### src/rtl/adc_acq_sequencer.sv
// Single-shot ADC acquisition sequencer: launches a programmed number of DMA frames
// with an idle gap between them and a per-frame watchdog.
module adc_acq_sequencer #(
    parameter int unsigned CNT_W = 32
) (
    input  logic             aclk,
    input  logic             areset,
    input  logic             start,
    input  logic             abort,
    input  logic [CNT_W-1:0] num_frames,
    input  logic [CNT_W-1:0] frame_gap,
    input  logic [CNT_W-1:0] timeout,
    input  logic             ready,
    input  logic             last,
    output logic             trig_next,
    output logic             seq_busy,
    output logic [CNT_W-1:0] frame_count,
    output logic             done,
    output logic             timeout_err
);

    typedef enum logic [2:0] {IDLE, ARM, ACQ, GAP, DONE} state_t;

    state_t           state_q, state_d;
    logic [CNT_W-1:0] num_frames_q, num_frames_d;
    logic [CNT_W-1:0] frame_gap_q, frame_gap_d;
    logic [CNT_W-1:0] timeout_q, timeout_d;
    logic [CNT_W-1:0] watchdog_q, watchdog_d;
    logic [CNT_W-1:0] gap_cnt_q, gap_cnt_d;
    logic [CNT_W-1:0] frame_count_q, frame_count_d;
    logic             trig_next_q, trig_next_d;
    logic             seq_busy_q, seq_busy_d;
    logic             done_q, done_d;
    logic             timeout_err_q, timeout_err_d;

    always_ff @(posedge aclk) begin
        if (areset) begin
            state_q       <= IDLE;
            num_frames_q  <= '0;
            frame_gap_q   <= '0;
            timeout_q     <= '0;
            watchdog_q    <= '0;
            gap_cnt_q     <= '0;
            frame_count_q <= '0;
            trig_next_q   <= 1'b0;
            seq_busy_q    <= 1'b0;
            done_q        <= 1'b0;
            timeout_err_q <= 1'b0;
        end else begin
            state_q       <= state_d;
            num_frames_q  <= num_frames_d;
            frame_gap_q   <= frame_gap_d;
            timeout_q     <= timeout_d;
            watchdog_q    <= watchdog_d;
            gap_cnt_q     <= gap_cnt_d;
            frame_count_q <= frame_count_d;
            trig_next_q   <= trig_next_d;
            seq_busy_q    <= seq_busy_d;
            done_q        <= done_d;
            timeout_err_q <= timeout_err_d;
        end
    end

    always_comb begin
        state_d       = state_q;
        num_frames_d  = num_frames_q;
        frame_gap_d   = frame_gap_q;
        timeout_d     = timeout_q;
        watchdog_d    = watchdog_q;
        gap_cnt_d     = gap_cnt_q;
        frame_count_d = frame_count_q;
        trig_next_d   = 1'b0;
        done_d        = 1'b0;
        timeout_err_d = timeout_err_q;

        case (state_q)
            IDLE: begin
                if (start && !abort) begin
                    num_frames_d  = num_frames;
                    frame_gap_d   = frame_gap;
                    timeout_d     = timeout;
                    frame_count_d = '0;
                    timeout_err_d = 1'b0;
                    state_d       = (num_frames == '0) ? DONE : ARM;
                end
            end
            ARM: begin
                if (abort) begin
                    state_d = IDLE;
                end else if (ready) begin
                    trig_next_d = 1'b1;
                    watchdog_d  = '0;
                    state_d     = ACQ;
                end
            end
            ACQ: begin
                if (abort) begin
                    state_d = IDLE;
                end else begin
                    if (watchdog_q != '1) watchdog_d = watchdog_q + CNT_W'(1);
                    // last takes priority over a coincident watchdog expiry
                    if (last) begin
                        frame_count_d = frame_count_q + CNT_W'(1);
                        if (frame_count_d == num_frames_q) begin
                            state_d = DONE;
                        end else if (frame_gap_q == '0) begin
                            state_d = ARM;
                        end else begin
                            gap_cnt_d = frame_gap_q;
                            state_d   = GAP;
                        end
                    end else if (timeout_q != '0 && watchdog_q == timeout_q - CNT_W'(1)) begin
                        timeout_err_d = 1'b1;
                        state_d       = IDLE;
                    end
                end
            end
            GAP: begin
                if (abort) begin
                    state_d = IDLE;
                end else if (gap_cnt_q <= CNT_W'(1)) begin
                    state_d = ARM;
                end else begin
                    gap_cnt_d = gap_cnt_q - CNT_W'(1);
                end
            end
            DONE: begin
                done_d  = !abort;
                state_d = IDLE;
            end
            default: state_d = IDLE;
        endcase

        seq_busy_d = (state_d != IDLE);
    end

    assign trig_next   = trig_next_q;
    assign seq_busy    = seq_busy_q;
    assign frame_count = frame_count_q;
    assign done        = done_q;
    assign timeout_err = timeout_err_q;

endmodule
### config.mk
export PLATFORM = sky130hd
export DESIGN_NAME = adc_acq_sequencer
export DESIGN_NICKNAME = d
export VERILOG_FILES = /design/src/rtl/adc_acq_sequencer.sv
export SDC_FILE = /design/constraint.sdc
export NUM_CORES = 1
export LEC_CHECK = 0
export ABC_AREA = 1
export BUFFER_PORTS_ARGS = -buffer_cell sky130_fd_sc_hd__buf_4
export CORE_UTILIZATION = 61
export CTS_BUF_LIST = sky130_fd_sc_hd__clkbuf_4 sky130_fd_sc_hd__clkbuf_8
export CTS_CLUSTER_SIZE = 16
export DETAILED_ROUTE_END_ITERATION = 6
export PLACE_DENSITY_LB_ADDON = 0.15
export SLEW_MARGIN = 20
export SYNTH_ARGS = -nofsm -noshare
export SYNTH_HDL_FRONTEND = slang
export SYNTH_SLANG_ARGS = --single-unit
### constraint.sdc
create_clock -name aclk -period 2.7 [get_ports aclk]
set_input_delay 0.54 -clock aclk [delete_from_list [all_inputs] [get_ports aclk]]
set_output_delay 0.54 -clock aclk [all_outputs]
set_load 0.01 [all_outputs]
=== Word-level counts from Yosys, hierarchy flattened ===
Cells that the tools add are included.

* Mux-type cells: 34
* Order comparisons: 1
* Reduce and logical (&&, ||, !) cells: 18
* Bitwise logic cells: 2
* Equal/unequal tests: 19
* $add $sub $neg: 4

{| class="wikitable"
|+ Operators by type and width
! cell !! count
|-
| 2-to-1 mux 32 bit || 13
|-
| case mux 32 bit (2 select lines) || 3
|-
| adder 32 x 1 -> 32 bit (second input constant) || 2
|-
| equality test 32 bit || 2
|-
| zero test 32 bit || 2
|-
| subtractor 32 x 1 -> 32 bit (second input constant) || 2
|-
| <= comparator 32 x 1 -> 1 bit (second input constant) || 1
|-
| inequality test 32 bit (second input constant) || 1
|-
| nonzero test 32 bit || 1
|-
| 2-to-1 mux 3 bit || 10
|-
| inequality test 2 bit (second input constant) || 12
|-
| case mux 3 bit (4 select lines) || 1
|-
| AND reduction 5 bit || 2
|-
| AND reduction 7 bit || 1
|-
| equality test 3 x 2 -> 1 bit (second input constant) || 2
|-
| nonzero test 2 bit || 3
|-
| 2-to-1 mux 1 bit || 5
|-
| AND reduction 4 bit || 1
|-
| equality test 3 x 1 -> 1 bit (second input constant) || 1
|-
| equality test 3 bit (second input constant) || 1
|-
| zero test 3 bit || 1
|-
| nonzero test 3 bit || 1
|-
| OR reduction 3 bit || 1
|-
| logical AND 1 bit || 2
|-
| other kinds (6) || 7
|}

* Input bits: 102
* Register bits after elaboration: 199
* Word-level logic and storage cells: 89
* Output and inout port bits: 36

=== Depth between registers and ports, before layout ===
Gate-level depths: netlist (run 1).

* Word-level depth: 8
* Gate-level depth with buffers: 21
* Mapped depth without buffers: 20

=== Least setup slack after synthesis (run 1) ===
No wires, ideal clock.

* Path type: register -> register
* From: register frame_count_q[1] (netlist: frame_count[1])
* To: register gap_cnt_q[18]
* Setup slack: 0.276 ns
* Clock period less this slack: 2.424 ns
* Data arrival time: 2.308 ns
* Library setup time: 0.116 ns
* Stages on the path, launching flop included: 22
* Buffers on the path: 1
* Data required time: 2.584 ns
* Cell sequence: dfxtp_1 -> ha_1 -> nand2_2 -> nor2_4 -> nand2_2 -> nor2_4 -> nand2_2 -> nand2_1 -> nand2_1 -> nand2_1 -> nand2_1 -> nor2_1 -> nand2_1 -> nor2_2 -> nand3_2 -> nand2_2 -> nand2_4 -> nand2_8 -> inv_4 -> buf_6 -> nor2_2 -> nor2_1

* Longest elaborated chain between the ends: 4

{| class="wikitable"
|+ RTL lines
! what !! line !! source
|-
| start: declaration || 30 || <nowiki>logic [CNT_W-1:0] frame_count_q, frame_count_d;</nowiki>
|-
| start signal: assignment || 56 || <nowiki>frame_count_q <= frame_count_d;</nowiki>
|-
| adder 32 x 1 -> 32 bit || 103 || <nowiki>frame_count_d = frame_count_q + CNT_W'(1);</nowiki>
|-
| equality test 32 bit || 104 || <nowiki>if (frame_count_d == num_frames_q) begin</nowiki>
|-
| inequality test 2 bit (no line) || n/a ||
|-
| AND reduction 7 bit (no line) || n/a ||
|-
| end signal: assignment || 55 || <nowiki>gap_cnt_q <= gap_cnt_d;</nowiki>
|-
| end: declaration || 29 || <nowiki>logic [CNT_W-1:0] gap_cnt_q, gap_cnt_d;</nowiki>
|}

Every way passes these cells.
A chain may end at the register's enable or synchronous reset.

=== Worst setup path in the final report (run 1) ===
* From: register frame_count_q[2] (netlist: frame_count[2])
* To: register gap_cnt_q[21]

Same word-level chain as after synthesis.

==> results of run 1 <==
==> per-stage QoR <==
step / setup WS, ps / TNS (ps)
finish: -66.4 / -630
CTS: 4.29 / 0
global route: -170 / -4480
global placement: 1.33 / 0
floorplan: 276 / 0
detailed placement: -107 / -2300
==> worst min path at each step <==
| stage | startpoint | to |
|---|---|---|
| 2_1_floorplan | frame_gap_q[18]$_SDFFE_PP0P_ | frame_gap_q[18]$_SDFFE_PP0P_ |
| 3_3_place_gp | frame_gap_q[18]$_SDFFE_PP0P_ | frame_gap_q[18]$_SDFFE_PP0P_ |
| 3_5_place_dp | frame_gap_q[18]$_SDFFE_PP0P_ | frame_gap_q[18]$_SDFFE_PP0P_ |
| 4_1_cts | abort | done$_SDFF_PP0_ |
| 5_1_grt | abort | done$_SDFF_PP0_ |
| 6_report | abort | done$_SDFF_PP0_ |
==> final cells by class <==
| type | count | area share, % |
|---|---|---|
| Multi-Input combinational cell | 1551 | 50.9 |
| Sequential cell | 199 | 27.2 |
| Timing Repair Buffer | 211 | 11.5 |
| Inverter | 203 | 5.32 |
| Tap cell | 265 | 2.24 |
| Clock buffer | 17 | 1.58 |
| Clock inverter | 15 | 1.23 |
==> placed cells by master, fill, tap and decap left out, types with 29 or more instances in the layout <==
cell type	netlist	layout
nand2_1	495	468
dfxtp_1	199	178
nor2_2	26	33
inv_1	198	197
nand4_1	29	29
nor2_1	356	341
a21oi_1	138	137
xor2_1	36	36
nand3_1	177	169
buf_4	1	195
nand2_2	11	31
o21ai_0	144	141
==> routing by layer <==
layer | wire, um | GRT usage (%)
met5 | 0 | 0
met4 | 1560 | 17.1
met2 | 18100 | 60.7
met1 | 15200 | 42.7
met3 | 2490 | 4.17
==> cells by family (layout without fill, tap and decap cells) <==
logic type / Yosys count / in the layout
compound gates: 325 / 325
simple gates: 1175 / 1175
fa+ha+maj: 5 / 5
xor+xnor: 46 / 46
buf+inv: 263 / 446
flops: 199 / 199
==> worst max-delay path, delay by kind of cell, from the launching register on <==
family / cells / cell delay [ps]
buffers and inverters: 4 / 550
and+or+nand+nor: 17 / 1740
DFF: 1 / 390
==> state kept, by name (all words and copies together), names as in the netlist <==
signal,cells
done,1
frame_count,32
frame_gap_q,32
gap_cnt_q,32
num_frames_q,32
seq_busy,1
state_q,3
timeout_err,1
timeout_q,32
trig_next,1
watchdog_q,32
==> where the power goes <==
part           internal, mW  switching (mW)  total [mW]  leakage (nW)
Sequential             3.05           0.105        3.16          1.63
Clock                 0.714            1.27        1.98         0.205
Combinational         0.500           0.819        1.32          4.77
==> what timing repair did <==
action | CTS | global route
resized for setup | 6 | 115
pin swaps | 2 | 36
endpoints found under the setup margin | 31 | 41
buffers inserted | 2 | 27
==> flow_metrics.env, run 1 <==
export IMPL_fillers=1632
export IMPL_fp_dieW_um=144
export IMPL_cp_end_kind="register"
export IMPL_utilization_pct=75.4
export IMPL_fin_cells=2461
export IMPL_ios=138
export IMPL_slew_violations=0
export IMPL_design_area_um2=14800
export IMPL_syn_inst=2013
export IMPL_drt_wirelength_per_cell_um=15.1
export IMPL_nets=2290
export IMPL_r2r_start="frame_count[2]$_SDFFE_PP0P_"
export IMPL_crit_start="frame_count[2]$_SDFFE_PP0P_"
export IMPL_crit_fanout=6
export IMPL_syn_nets=2120
export IMPL_rsz0062_at_grt="yes"
export IMPL_crit_chain="buf_4, nand2_4, nor2_4, nand2_4, nor2_8, buf_4, nand3_1, nand3_1, nand2_1, nor2_1, nand2_1, nor2_2, nand3_2, nand2_2, nand2_4, nand2_8, buf_6, buf_6, nand2_2, nand2_1, nor2_1"
export IMPL_vias=13800
export IMPL_placed_area_um2=13800
export IMPL_dp_cells=2402
export IMPL_io_buffers=137
export IMPL_syn_avg_cell_area_um2=6.09
export IMPL_clock_skew_final_ps=26.6
export IMPL_synth_most_common_cell="nand2_1"
export IMPL_clock_sinks=199
export IMPL_grt_antenna_before_repair=0
export IMPL_htreeDepth=4
export IMPL_first_pass_iters=6
export IMPL_via_per_inst=5.60
export IMPL_synth_ff_type="dfxtp_1"
export IMPL_dp_hpwl_mm=26.9
export IMPL_hold_viol=0
export IMPL_crit_type="reg -> reg"
export IMPL_setup_violations=24
export IMPL_p_leak_nw=6.61
export IMPL_seq_area_um2=4020
export IMPL_ys_warn_count=0
export IMPL_finalPower_mw=6.45
export IMPL_critical_path_required_ps=3100
export IMPL_synth_compound_area_share_pct=13.8
export IMPL_ant_nets=0
export IMPL_grt_pass1_vias=12100
export IMPL_finalWirelength_mm=37.3
export IMPL_num_rows=51
export IMPL_ys_types=46
export IMPL_reg2reg_slack_ps=-70
export IMPL_min_period_over_period_pct=102
export IMPL_initial_utilization_pct=62.6
export IMPL_drcViolationCount=0
export IMPL_whs_ps=261
export IMPL_run_status="finished, violations left"
export IMPL_drive_gt1_share_pct=17.3
export IMPL_worstReg2RegEnd="gap_cnt_q[21]$_SDFFE_PP0P_"
export IMPL_synth_area_um2=12300
export IMPL_synth_top_area_cell="dfxtp_1"
export IMPL_area_growth_pct=20.5
export IMPL_ys_ff_latch=199
export IMPL_grt_overflow_total=0
export IMPL_cts_buffers=17
export IMPL_clk_pin_slew_ps=130
export IMPL_drt_initial_drc_count=1144
export IMPL_synth_simple_area_share_pct=41.5
export IMPL_fmax_ghz=0.361
export IMPL_maxCapViolCount=0
export IMPL_violations="negative setup slack"
export IMPL_clkLatencyLatePin_ps=500
export IMPL_synth_top_family_by_area="simple AND/OR/NAND/NOR gates"
export IMPL_cts_tree="done"
export IMPL_relSlewSlack_pct=60.4
export IMPL_synth_xor_area_share_pct=3.29
export IMPL_hold_depth=2
export IMPL_worstMarginPinSlew_ps=594
export IMPL_ys_seq_area_share_pct=32.5
export IMPL_irDropWorstVdd_mv=0.311
export IMPL_yosys_top_cells_area="dfxtp_1 32%, nand2_1 15%, nor2_1 11%"
export IMPL_slowest_delay_ps=390
export IMPL_cts_root_buf="clkbuf_8"
export IMPL_synth_edf_count=0
export IMPL_min_path_type="in -> reg"
export IMPL_multi_input_area_um2=7530
export IMPL_setup_slack_ps=-66.4
export IMPL_synth_top_area_share_pct=32.5
export IMPL_startpoint_type="register"
export IMPL_synthAdderAreaFrac_pct=0.510
export IMPL_synth_mux_area_share_pct=0
export IMPL_grt_max_degree=151
export IMPL_crit_arrival_ps=3170
export IMPL_cts_hold_buf=0
export IMPL_min_period_ps=2770
export IMPL_reg2reg_depth=21
export IMPL_cpMaxStageDelayCell="dfxtp_2"
export IMPL_fp_dieH_um=144
export IMPL_synthArstFlopShare_pct=0
export IMPL_cts_buffer_depth=2
export IMPL_power_density_nw_per_um2=437
export IMPL_synth_top_cells_by_count="495 x nand2_1, 356 x nor2_1, 199 x dfxtp_1"
export IMPL_n_antenna_cell=0
export IMPL_place_gp_congestion=0.972
export IMPL_die_area_um2=20700
export IMPL_grt_usage_pct=34.9
export IMPL_grt_pass1_wl_mm=56.6
export IMPL_core_area_um2=19600
export IMPL_cp_endpoint="gap_cnt_q[21]$_SDFFE_PP0P_"
Power figures use the tool's default switching activity.
==> run 2: changes to the inputs <==
- CORE_MARGIN: unset -> 2
==> run 2 against run 1 <==
The run still ends with negative setup slack left. Worst hold slack better by 2.7 ps. Final cell count hardly changed. Fmax is 1.6% higher. Register-to-register slack better by 40 ps. Routed wire length is 1.2% higher. Clock skew is 3.7 ps lower. Utilization is 0.70 points lower. Design area is 0.93% lower. Clock-buffer cell count stayed put. Sequential power hardly changed. Critical endpoint is now gap_cnt_q[3]$_SDFFE_PP0P_. Largest cell class unchanged.
==> flow_metrics.env, run 2 (same netlist as run 1, synthesis figures left out) <==
export IMPL_min_period_ps=2720
export IMPL_multi_input_area_um2=7440
export IMPL_whs_ps=264
export IMPL_drt_initial_drc_count=1210
export IMPL_drcViolationCount=0
export IMPL_clock_skew_final_ps=22.9
export IMPL_n_antenna_cell=0
export IMPL_hold_viol=0
export IMPL_drive_gt1_share_pct=16.5
export IMPL_groute_layer_met3_usage_pct=5.05
export IMPL_fmax_ghz=0.367
export IMPL_p_int_mw=4.25
export IMPL_seq_area_um2=4000
export IMPL_fp_dieW_um=146
export IMPL_num_rows=51
export IMPL_core_area_um2=19600
export IMPL_critical_path_required_ps=3130
export IMPL_cts_buffers=17
export IMPL_relSlewSlack_pct=58.9
export IMPL_worstMarginPinSlew_ps=616
export IMPL_power_density_nw_per_um2=437
export IMPL_dp_cells=2413
export IMPL_io_buffers=137
export IMPL_fillers=1658
export IMPL_grt_antenna_before_repair=0
export IMPL_cts_root_buf="clkbuf_8"
export IMPL_setup_violations=8
export IMPL_setup_slack_ps=-23.8
export IMPL_cp_end_kind="register"
export IMPL_vias=13900
export IMPL_min_path_type="in -> reg"
export IMPL_crit_chain="nand2_1, buf_4, nor2_4, nand2_1, nor2_4, nand2_2, nand2_2, nand2_2, nand2_2, nand2_2, nor2_2, nand2_1, nor2_2, nand3_2, nand2_2, nand2_4, nand2_8, clkbuf_16, o21ai_1, nor2_1"
export IMPL_initial_utilization_pct=62.6
export IMPL_use_met2_pct=58.6
export IMPL_cts_tree="done"
export IMPL_cpMaxStageDelayCell="dfxtp_1"
export IMPL_grt_busiest_layer="met2"
export IMPL_crit_fanout=8
export IMPL_startpoint_type="register"
export IMPL_switchingPower_mw=2.15
export IMPL_use_met1_pct=40.9
export IMPL_crit_type="reg -> reg"
export IMPL_slowest_delay_ps=450
export IMPL_fp_dieH_um=146
export IMPL_crit_top_cell="nand2_2"
export IMPL_htreeDepth=4
export IMPL_fin_cells=2460
export IMPL_run_status="finished, violations left"
export IMPL_rsz0062_at_grt="yes"
export IMPL_cts_buffer_depth=2
export IMPL_grt_overflow_total=0
export IMPL_violations="negative setup slack"
export IMPL_maxCapViolCount=0
export IMPL_grt_max_degree=151
export IMPL_irDropWorstVdd_mv=0.401
export IMPL_clk_pin_slew_ps=110
export IMPL_clock_sinks=199
export IMPL_grt_usage_pct=33.4
export IMPL_slew_violations=0
export IMPL_clkLatencyLatePin_ps=490
export IMPL_p_comb_share_pct=21.1
export IMPL_die_area_um2=21300
export IMPL_place_gp_congestion=0.953
export IMPL_first_pass_iters=5
export IMPL_ant_nets=0
export IMPL_grt_pass1_vias=12500
export IMPL_nets=2290
export IMPL_dp_hpwl_mm=27.5
export IMPL_p_seq_share_pct=49.4
export IMPL_clkPwrFrac_pct=29.5
export IMPL_area_growth_pct=19.4
export IMPL_via_per_inst=5.66
export IMPL_final_common_cell="nand2_1"
export IMPL_min_period_over_period_pct=101
export IMPL_ios=138
export IMPL_grt_pass1_wl_mm=58.9
export IMPL_drt_wirelength_per_cell_um=15.3
export IMPL_finalWirelength_mm=37.7
export IMPL_sw_frac_of_total_pct=33.6
export IMPL_p_leak_nw=6.54
export IMPL_crit_arrival_ps=3150
export IMPL_final_cell_mix="471 x nand2_1, 345 x nor2_1, 199 x buf_4"
[run 2: cell types whose count changed in the layout (fill, tap and decap cells not counted), moves of 6 or more]
| cell | before | now |
|---|---|---|
| o21ai_2 | 2 | 9 |
| dfxtp_1 | 178 | 190 |
| nor2_4 | 15 | 8 |
| dfxtp_2 | 17 | 7 |
| buf_6 | 8 | 2 |
[run 2: final cells by class]
cell class | instances | area share, %
clock buffers | 17 | 1.60
clock inverters | 14 | 0.932
inverters | 203 | 5.26
multi-input cells | 1551 | 50.8
flip-flops and latches | 199 | 27.3
well taps | 265 | 2.26
repair buffers | 211 | 11.8
[run 2: final timing paths]
kind / start / to / slack, ps / depth (start not counted)
max: frame_count[9]$_SDFFE_PP0P_ / gap_cnt_q[3]$_SDFFE_PP0P_ / -20 / 20
min: abort / done$_SDFF_PP0_ / 260 / 2
max reg2reg: frame_count[9]$_SDFFE_PP0P_ / gap_cnt_q[3]$_SDFFE_PP0P_ / -20 / 20
min reg2reg: num_frames_q[31]$_SDFFE_PP0P_ / num_frames_q[31]$_SDFFE_PP0P_ / 480 / 2
[run 2: layer usage]
layer	vias up	wire [um]
met1	6294	15100
met4	0	1370
met5	-	0
met3	110	2900
met2	660	18300
li1	6868	-
[run 2: worst max-delay path, delay by kind of cell, from the launching register on]
kind / cells / cell delay, ps
AO/OA/AOI/OAI: 1 / 60
buffers and inverters: 2 / 330
flip-flops: 1 / 450
AND/OR/NAND/NOR: 17 / 1830
[run 2: timing repair]
item,4_1_cts,5_1_grt
endpoints found under the setup margin,32,35
pin swaps,1,31
setup buffers,0,14
cloned,0,2
hold buffers,0,0
gates resized for setup,3,74
[run 2: stage by stage]
stage / area [um2] / utilization (%) / setup WS, ps / setup TNS (ps) / power (mW)
2_1_floorplan: 12300 / - / 276 / 0 / 4.08
3_3_place_gp: 13900 / 70.9 / -0.175 / -0.175 / 4.48
3_5_place_dp: 13900 / 70.9 / -55.7 / -1020 / 4.51
4_1_cts: 14300 / 72.8 / 2.33 / 0 / 6.35
5_1_grt: 14600 / 74.7 / -106 / -2080 / 6.69
6_report: 14600 / 74.7 / -23.8 / -82.9 / 6.40
[run 2: power groups by stage]
stage                     sequential (mW)  clock (mW)  combinational (mW)
after floorplan                      3.19           0               0.885
after global placement               3.22           0                1.26
after detailed placement             3.22           0                1.28
after CTS                            3.16        1.90                1.29
after global routing                 3.17        2.01                1.51
final                                3.16        1.89                1.35
==> run 3: changes to the inputs <==
- ABC_AREA: 1 -> unset
==> run 3 against run 2 <==
Via count is 10% lower. Die area is 9.1% lower. Clock skew is 3.8 ps lower. Largest power group unchanged. Highest routed layer unchanged. The run still ends with negative setup slack left. Register-to-register slack worse by 570 ps. Sequential share of layout area hardly changed. Area after synthesis is 9.3% lower.
==> flow_metrics.env, run 3 <==
export IMPL_run_status="finished, violations left"
export IMPL_violations="negative setup slack"
export IMPL_switchingPower_mw=1.87
export IMPL_min_period_over_period_pct=122
export IMPL_p_int_mw=4.22
export IMPL_finalWirelength_mm=36.4
export IMPL_via_per_inst=6.23
export IMPL_final_cell_mix="329 x buf_4, 273 x nand2_1, 185 x dfxtp_1"
export IMPL_synth_top_area_cell="dfxtp_1"
export IMPL_initial_utilization_pct=62.1
export IMPL_grt_overflow_total=0
export IMPL_irDropWorstVdd_mv=0.432
export IMPL_crit_top_cell="or4b_4"
export IMPL_clkPwrFrac_pct=32.5
export IMPL_grt_antenna_before_repair=0
export IMPL_synth_most_common_cell="nand2_1"
export IMPL_fillers=1196
export IMPL_p_comb_share_pct=17.0
export IMPL_drt_wirelength_per_cell_um=18.1
export IMPL_fp_dieW_um=139
export IMPL_synth_top_cells_by_count="276 x nand2_1, 199 x dfxtp_1, 167 x a21oi_1"
export IMPL_fmax_ghz=0.303
export IMPL_ant_nets=0
export IMPL_drt_initial_drc_count=1265
export IMPL_critical_path_required_ps=3090
export IMPL_clock_skew_final_ps=19.1
export IMPL_grt_max_degree=98
export IMPL_syn_avg_cell_area_um2=7.45
export IMPL_maxCapViolCount=0
export IMPL_synth_edf_count=0
export IMPL_core_area_um2=17900
export IMPL_synth_top_area_share_pct=35.8
export IMPL_dp_slack_ps=-617
export IMPL_grt_pass1_wl_mm=57.8
export IMPL_dp_cells=1954
export IMPL_synthArstFlopShare_pct=0
export IMPL_dp_hpwl_mm=24.8
export IMPL_fin_cells=2009
export IMPL_finalPower_mw=6.08
export IMPL_fp_dieH_um=139
export IMPL_htreeDepth=4
export IMPL_cts_tree="done"
export IMPL_p_leak_nw=5.89
export IMPL_cpMaxStageDelayCell="or4_4"
export IMPL_rsz0062_at_grt="yes"
export IMPL_setup_slack_ps=-598
export IMPL_cts_root_buf="clkbuf_8"
export IMPL_crit_fanout=2
export IMPL_ys_ff_latch=199
export IMPL_drcViolationCount=0
export IMPL_syn_nets=1599
export IMPL_ys_types=76
export IMPL_relSlewSlack_pct=33.0
export IMPL_cts_buffers=17
export IMPL_setup_violations=37
export IMPL_ios=138
export IMPL_min_path_type="in -> reg"
export IMPL_worstMarginPinSlew_ps=1000
export IMPL_slew_violations=0
export IMPL_clk_pin_slew_ps=120
export IMPL_slowest_delay_ps=480
export IMPL_utilization_pct=82.1
export IMPL_num_rows=49
export IMPL_area_growth_pct=32.2
export IMPL_drive_gt1_share_pct=27.6
export IMPL_crit_type="reg -> reg"
export IMPL_clkLatencyLatePin_ps=500
export IMPL_first_pass_iters=6
export IMPL_synth_ff_type="dfxtp_1"
export IMPL_crit_chain="inv_2, ha_4, or4b_4, or4_4, nor4_4, mux2_4, a31oi_2, a41o_1, or4b_4, o211ai_2, o21ai_2, or2_1"
export IMPL_ys_seq_area_share_pct=35.8
export IMPL_yosys_top_cells_area="dfxtp_1 36%, nand2_1 9.3%, a21oi_1 7.5%"
export IMPL_grt_pass1_vias=11900
export IMPL_nets=1874
export IMPL_syn_inst=1492
export IMPL_min_period_ps=3300
export IMPL_grt_usage_pct=36.1
export IMPL_clock_sinks=199
export IMPL_ys_warn_count=0
export IMPL_final_common_cell="buf_4"
export IMPL_hold_viol=0
export IMPL_startpoint_type="register"
export IMPL_sw_frac_of_total_pct=30.7
export IMPL_place_gp_congestion=0.952
export IMPL_vias=12500
export IMPL_cp_end_kind="register"
export IMPL_power_density_nw_per_um2=414
export IMPL_p_seq_share_pct=50.6
export IMPL_n_antenna_cell=0
export IMPL_crit_arrival_ps=3690
export IMPL_io_buffers=137
export IMPL_cts_buffer_depth=2
export IMPL_cts_hold_buf=0
export IMPL_synth_area_um2=11100
export IMPL_die_area_um2=19300
-- run 3: cells by family after synthesis --
group / Yosys count / share of synthesized area [%]
AOI/OAI and AO/OA: 360 / 19.1
xor gates and xnor gates: 110 / 8.67
adders and majority gates: 5 / 0.563
buffers and inverters: 122 / 4.38
DFF: 199 / 35.8
muxes: 12 / 1.11
and+or+nand+nor: 684 / 30.3
-- run 3: metrics by stage --
stage	hold WS, ps	setup TNS, ps	area (um2)
global placement	454	-13370	13800
finish	276	-17000	14700
detailed placement	461	-15950	13800
floorplan	446	-15150	11400
global route	271	-20730	14700
CTS	266	-14610	14500
-- run 3: area by class of cell --
cell class / count / area [um2] / share of cell area [%]
inverters: 21 / 78.8 / 0.536
multi-input cells: 1173 / 7080 / 48.2
flip-flops and latches: 199 / 4010 / 27.3
clock inverters: 14 / 151 / 1.03
well taps: 229 / 287 / 1.95
clock buffers: 18 / 248 / 1.69
repair buffers: 355 / 2840 / 19.3
-- run 3: final timing paths --
kind,startpoint,end,slack (ps),depth (start not counted)
worst max register to register,timeout_q[1]$_SDFFE_PP0P_,seq_busy$_SDFF_PP0_,-600,12
worst min-delay path,frame_gap[16],frame_gap_q[16]$_SDFFE_PP0P_,280,3
worst max-delay path,timeout_q[1]$_SDFFE_PP0P_,seq_busy$_SDFF_PP0_,-600,12
worst min register to register,num_frames_q[19]$_SDFFE_PP0P_,num_frames_q[19]$_SDFFE_PP0P_,480,2
-- run 3: what timing repair did --
item / 4_1_cts / 5_1_grt
gates cloned: 3 / 0
endpoints found under the setup margin: 37 / 38
buffers inserted: 13 / 8
gates resized for setup: 47 / 23
pin swaps: 12 / 16
-- run 3: routing by layer --
layer | global-route usage (%) | up-vias | wire, um
met1 | 45.7 | 5822 | 14600
met4 | 16.6 | 0 | 1440
met2 | 60.2 | 706 | 17100
li1 | - | 5861 | -
met3 | 6.46 | 127 | 3220
met5 | 0 | - | 0
-- run 3: worst max-delay path, delay by kind of cell, from the launching register on --
family | cells | cell delay, ps
AOI/OAI and AO/OA | 4 | 500
adders and majority gates | 1 | 120
buffers and inverters | 1 | 60
DFF | 1 | 340
muxes | 1 | 330
and+or+nand+nor | 5 | 1840
-- run 3: power groups by stage --
stage	registers, mW	clock network (mW)	logic (mW)
floorplan	3.13	0	0.577
global placement	3.14	0	0.954
detailed placement	3.14	0	0.975
CTS	3.07	1.99	1.00
global route	3.08	2.09	1.12
finish	3.08	1.98	1.03
